$ cat src/rtl/sync2.sv
// -----------------------------------------------------------------------------
// sync2 -- two-flop synchronizer with asynchronous active-high reset.
//
// Brings an asynchronous input into the clk domain. Both stages are exposed:
// q1 is the first (possibly metastable) stage, q is the settled output.
//
// Ports:
//   clk  in   system clock
//   rst  in   asynchronous reset, active high; both stages clear to 0
//   d    in   asynchronous input
//   q1   out  first synchronizer stage
//   q    out  synchronized output (two clk of latency)
// -----------------------------------------------------------------------------
module sync2 (
  input  logic clk,
  input  logic rst,
  input  logic d,
  output logic q1,
  output logic q
);

  // NOTE: sequential state uses non-blocking assignments so both stages
  // sample their inputs at the same edge; blocking here would collapse the
  // two stages into one.
  always_ff @(posedge clk or posedge rst) begin
    if (rst) begin
      q1 <= 1'b0;
      q  <= 1'b0;
    end else begin
      q1 <= d;
      q  <= q1;
    end
  end

endmodule

$ cat src/rtl/spi_slave.sv
// -----------------------------------------------------------------------------
// spi_slave -- byte-oriented SPI slave, mode 0 (CPOL=0, CPHA=0), MSB first.
//
// The SPI pins are oversampled in the system clock domain: ss, mosi and sck
// are synchronized, sck edges are detected with a third flop, and the shift
// register advances on detected edges. sck must run at no more than clk/2.
//
// Ports:
//   clk     in   system clock
//   rst     in   asynchronous reset, active high
//   ss      in   slave select, active low (asynchronous)
//   mosi    in   serial data from master (asynchronous)
//   sck     in   serial clock from master (asynchronous)
//   miso    out  serial data to master, registered
//   done    out  one-clk pulse when a full word has been received
//   din     in   word to transmit; loaded while deselected and after each word
//   dout    out  last received word, held until the next word completes
//   mosi_d  out  debug: first synchronizer stage of mosi
//   mosi_q  out  debug: synchronized mosi used for sampling
//   data_d  out  debug: next-state value of the shift register
//   data_q  out  debug: current shift register contents
// -----------------------------------------------------------------------------
module spi_slave #(
  parameter int WIDTH = 8
) (
  input  logic             clk,
  input  logic             rst,
  input  logic             ss,
  input  logic             mosi,
  input  logic             sck,
  output logic             miso,
  output logic             done,
  input  logic [WIDTH-1:0] din,
  output logic [WIDTH-1:0] dout,
  output logic             mosi_d,
  output logic             mosi_q,
  output logic [WIDTH-1:0] data_d,
  output logic [WIDTH-1:0] data_q
);

  localparam int CW = (WIDTH > 1) ? $clog2(WIDTH) : 1;
  localparam logic [CW-1:0] LAST_BIT = CW'(WIDTH - 1);

  logic          ss_s1;
  logic          ss_sync;
  logic          sck_s1;
  logic          sck_sync;
  logic          sck_prev;
  logic          rise;
  logic          fall;
  logic [CW-1:0] bit_ct;

  // ---------------------------------------------------------------------------
  // Pin synchronizers
  // ---------------------------------------------------------------------------
  sync2 u_sync_ss (
    .clk (clk),
    .rst (rst),
    .d   (ss),
    .q1  (ss_s1),
    .q   (ss_sync)
  );

  sync2 u_sync_mosi (
    .clk (clk),
    .rst (rst),
    .d   (mosi),
    .q1  (mosi_d),
    .q   (mosi_q)
  );

  sync2 u_sync_sck (
    .clk (clk),
    .rst (rst),
    .d   (sck),
    .q1  (sck_s1),
    .q   (sck_sync)
  );

  // First stages of ss and sck are only meaningful inside the synchronizer.
  logic unused_stage1;
  assign unused_stage1 = &{1'b0, ss_s1, sck_s1};

  // mosi travels through the same two stages as sck, so mosi_q is aligned
  // with the sck_sync edge that samples it.
  assign rise = sck_sync & ~sck_prev;
  assign fall = ~sck_sync & sck_prev;

  // ---------------------------------------------------------------------------
  // Shift register next state
  // ---------------------------------------------------------------------------
  // NOTE: every signal assigned in always_comb gets a default first so no
  // path leaves it unassigned, which would infer a latch.
  always_comb begin
    data_d = data_q;
    if (ss_sync) begin
      data_d = din;
    end else if (rise) begin
      data_d = {data_q[WIDTH-2:0], mosi_q};
    end
  end

  // ---------------------------------------------------------------------------
  // Edge tracking, bit counter, shift register and outputs
  // ---------------------------------------------------------------------------
  // NOTE: the reset clears every register here, including the data-path
  // words dout and data_q; there is no memory array, so nothing is left
  // uninitialised after reset.
  always_ff @(posedge clk or posedge rst) begin
    if (rst) begin
      sck_prev <= 1'b0;
      bit_ct   <= '0;
      data_q   <= '0;
      dout     <= '0;
      done     <= 1'b0;
      miso     <= 1'b0;
    end else begin
      sck_prev <= sck_sync;
      done     <= 1'b0;

      if (ss_sync) begin
        // Deselected: park on a fresh transmit word and ignore sck entirely.
        // Leaving mid-word drops the partial word without a done pulse.
        bit_ct <= '0;
        data_q <= data_d;
        miso   <= din[WIDTH-1];
      end else if (rise) begin
        if (bit_ct == LAST_BIT) begin
          bit_ct <= '0;
          dout   <= data_d;
          done   <= 1'b1;
          // Reload straight away so the next word can follow with no gap.
          data_q <= din;
        end else begin
          bit_ct <= bit_ct + CW'(1);
          data_q <= data_d;
        end
      end else if (fall) begin
        // Mode 0: present the next bit after the falling edge so it is
        // stable for the master's next rising edge.
        miso <= data_q[WIDTH-1];
      end
    end
  end

endmodule

$ cat config.mk
export PLATFORM = sky130hd
export DESIGN_NAME = spi_slave
export DESIGN_NICKNAME = d
export VERILOG_FILES = /design/src/rtl/sync2.sv /design/src/rtl/spi_slave.sv
export SDC_FILE = /design/constraint.sdc
export NUM_CORES = 1
export LEC_CHECK = 0
export BUFFER_PORTS_ARGS = -buffer_cell sky130_fd_sc_hd__buf_2
export CAP_MARGIN = 20
export CORE_AREA = 2 2 57 59
export CTS_CLUSTER_DIAMETER = 120
export DETAILED_ROUTE_END_ITERATION = 8
export DIE_AREA = 0 0 59 61
export GPL_TIMING_DRIVEN = 0
export HOLD_SLACK_MARGIN = 0.15
export PLACE_DENSITY = 0.71
export REMOVE_ABC_BUFFERS = 1
export SLEW_MARGIN = 25
export SYNTH_ARGS = -nofsm -noshare
export SYNTH_HDL_FRONTEND = slang
export SYNTH_SLANG_ARGS = --single-unit
export TNS_END_PERCENT = 50
$ cat constraint.sdc
create_clock -name clk -period 2.95 [get_ports clk]
set_clock_uncertainty 0.1 [all_clocks]
set_input_delay 0.1475 -clock clk [delete_from_list [all_inputs] [get_ports clk]]
set_output_delay 0.1475 -clock clk [all_outputs]
set_load 0.05 [all_outputs]
==> impl_results.md <==
* Status: completed
* Die X at 59 µm
* Num CTS Buffers at 3
* Crit path launch type: flip-flop
* Placed insts at 170
* DRT Wirelength at 2.66 mm
* Initial antenna violation count at 0
* RSZ-0062 raised after global routing: false
* Final core utilization at 0.547
* Worst-Margin Slew at 605 ps
* Resized cells post-CTS at 0
* RePlAce Congestion at 0.733
* First-pass GRT wire length at 4.28 mm
* Layout cells sized above 1 at 0.375
* VDD IR max at 207 µV
* Cells after synthesis at ~110
* Dpl hpwl at between 1.5 and 2 mm
* Max-Cap Viols at 0
* Rows at 20
* Worst Path Max Fanout at 19
* Relative max-transition margin at 0.595
* Setup Crit Path Kind: reg -> out
* Io pins at 41
* Final setup vio count at 0
* Fin cells at 185
* Post-DP Area at 1470 µm²
* Antenna diodes at 0
* Setup TNS at 0 ps
* Post-route DRC at 0
* Drt via density at 5.16
* Fmax at roughly 460 MHz
* # port buffers at 40
* Placeable Area at 2950 µm²
* Final Hold Violating Endpoints at 0
* DRT Pass-1 Iters at 4
* CTS Root Cell: clkbuf_4
* Die ar. at 3600 µm²
* H-tree depth at 1
* Vias in the first global route at 955
* Vias at ~950
* Fin. max-slew vios at 0
* Fin nets at 169
* Final hold slack at 268 ps
* Starting DRT DRC Count at 20
* WP data required at 2700 ps
* Yosys warning count at 0
* Die height at 61 µm
* Power Density at about 480 nW/µm²
* Final critical-path required period at 2150 ps
* Clock-pin slew on the worst setup and hold paths at 130 ps
* Yosys cell types at 25
* Critical path arrival at 1900 ps
* Setup bufs post-CTS at 0
* Fin crit share at 0.729
* Global route overflow at 0
* Antenna violation net count after detailed routing at 0
* Total track usage at 0.157
* Mapped Area at approximately 1300 µm²
* Clock latency on the worst-skew pair at 320 ps
* CTS Sinks at 28
* CTS tree: built
* Lkg Pwr at 0.824 nW
* Type of the most critical hold path: reg -> reg
* Final Cell Area at 1620 µm²
* Clock buffer depth at 2
* Seq cells post-synth at 28
* Largest net degree at the start of global routing at 29
* Synthesized area per cell at 12.2 µm²
* CP endpoint kind: primary output
* Sequential-to-total area share from yosys stat at 0.545
* Initial core utilization at 0.436
* Routed WL per cell at 14.4 µm
* Area added between synthesis and finish at 25.7%
worst max-delay path, cell delays in order (launching register included):
cell and delay (ps):
dfrtp_1 730, inv_1 340, nor2_1 220, a31oi_1 60, buf_2 230
cells in the final DEF, fill, tap and decap left out, types with 2 or more instances in the layout:
cell	instances
a21oi_1	3
a2bb2oi_1	7
buf_2	40
clkbuf_4	3
dfrtp_1	28
dlygate4sd3_1	12
ha_1	2
mux2_4	8
mux2i_1	8
nand2_1	13
o21ai_0	7
o22ai_1	8
cells by family (layout without fill, tap and decap cells):
kind of cell | count (synthesis) | after routing | share of synthesized area
AO/OA/AOI/OAI | 28 | 28 | 0.145
flip-flops | 28 | 28 | 0.545
AND/OR/NAND/NOR | 20 | 20 | 0.0769
multiplexers | 17 | 17 | 0.164
buffers and inverters | 10 | 57 | 0.0496
adder cells (fa/ha/maj) | 2 | 2 | 0.0195
state kept, by name (all words and copies together), names as in the netlist:
name            cells
u_sync_mosi.q1      1
data_q              8
bit_ct              3
dout                8
done                1
u_sync_mosi.q       1
miso                1
u_sync_sck.q1       1
u_sync_ss.q1        1
sck_prev            1
u_sync_ss.q         1
u_sync_sck.q        1
power by group:
part / switching [mW] / internal, mW
clock network: 0.104 / 0.0478
logic: 0.141 / 0.0630
registers: 0.0236 / 0.402
total: 0.269 / 0.513
path summary, 6_finish.rpt:
kind                              start     endpoint  slack, ps  depth (start not counted)
min                        u_sync_ss.q1  u_sync_ss.q        270                          0
max reg2reg                   bit_ct[0]    data_q[0]        990                          5
min in group asynchronous           rst    bit_ct[0]        320                          3
min reg2reg                u_sync_ss.q1  u_sync_ss.q        270                          0
max                         u_sync_ss.q    data_d[7]        800                          4
max in group asynchronous           rst    data_q[3]       2050                          3
cells in the mapped netlist, drive strengths merged:
library cell,instances,area [µm²]
buf,7,52.5
a21oi,4,23.8
o21ai,7,35.0
ha,2,25.0
o22ai,8,50.1
inv,2,7.51
clkbuf,1,3.75
or3b,1,8.76
mux2,9,131
dfrtp,28,701
nand2b,1,6.26
or2b,1,7.51
and3,1,11.3
nor2b,1,6.26
nor2,2,10.0
mux2i,8,80.1
nand2,13,48.8
a31oi,1,6.26
a2bb2oi,7,61.3
o2bb2a,1,10.0
cell type report:
| cell class | instances | area (µm²) |
|---|---|---|
| inverters | 2 | 7.51 |
| flip-flops and latches | 28 | 701 |
| well taps | 33 | 41.3 |
| fillers | 258 | 1340 |
| clock buffers | 3 | 22.5 |
| repair buffers | 52 | 320 |
| multi-input cells | 67 | 524 |
metrics by stage:
stage	setup slack, ps	total power [mW]
2_1_floorplan	463	0.574
3_3_place_gp	785	0.621
3_5_place_dp	786	0.626
4_1_cts	519	0.789
5_1_grt	588	0.820
6_report	799	0.782
per-layer routing:
| layer | routed length, µm | GRT usage | share of wire |
|---|---|---|---|
| met1 | 1160 | 0.189 | 0.44 |
| met5 | 0 | 0 | 0 |
| met4 | 0 | 0.0292 | 0 |
| met2 | 1410 | 0.298 | 0.53 |
| met3 | 89 | 0.0256 | 0.034 |
what timing repair did:
| action | 4_1_cts | 5_1_grt |
|---|---|---|
| endpoints found under the setup margin | 0 | 0 |
| hold endpoints to repair | 40 | 0 |
| hold buffers | 12 | 0 |
No activity file was read; power rests on OpenSTA's default activity.
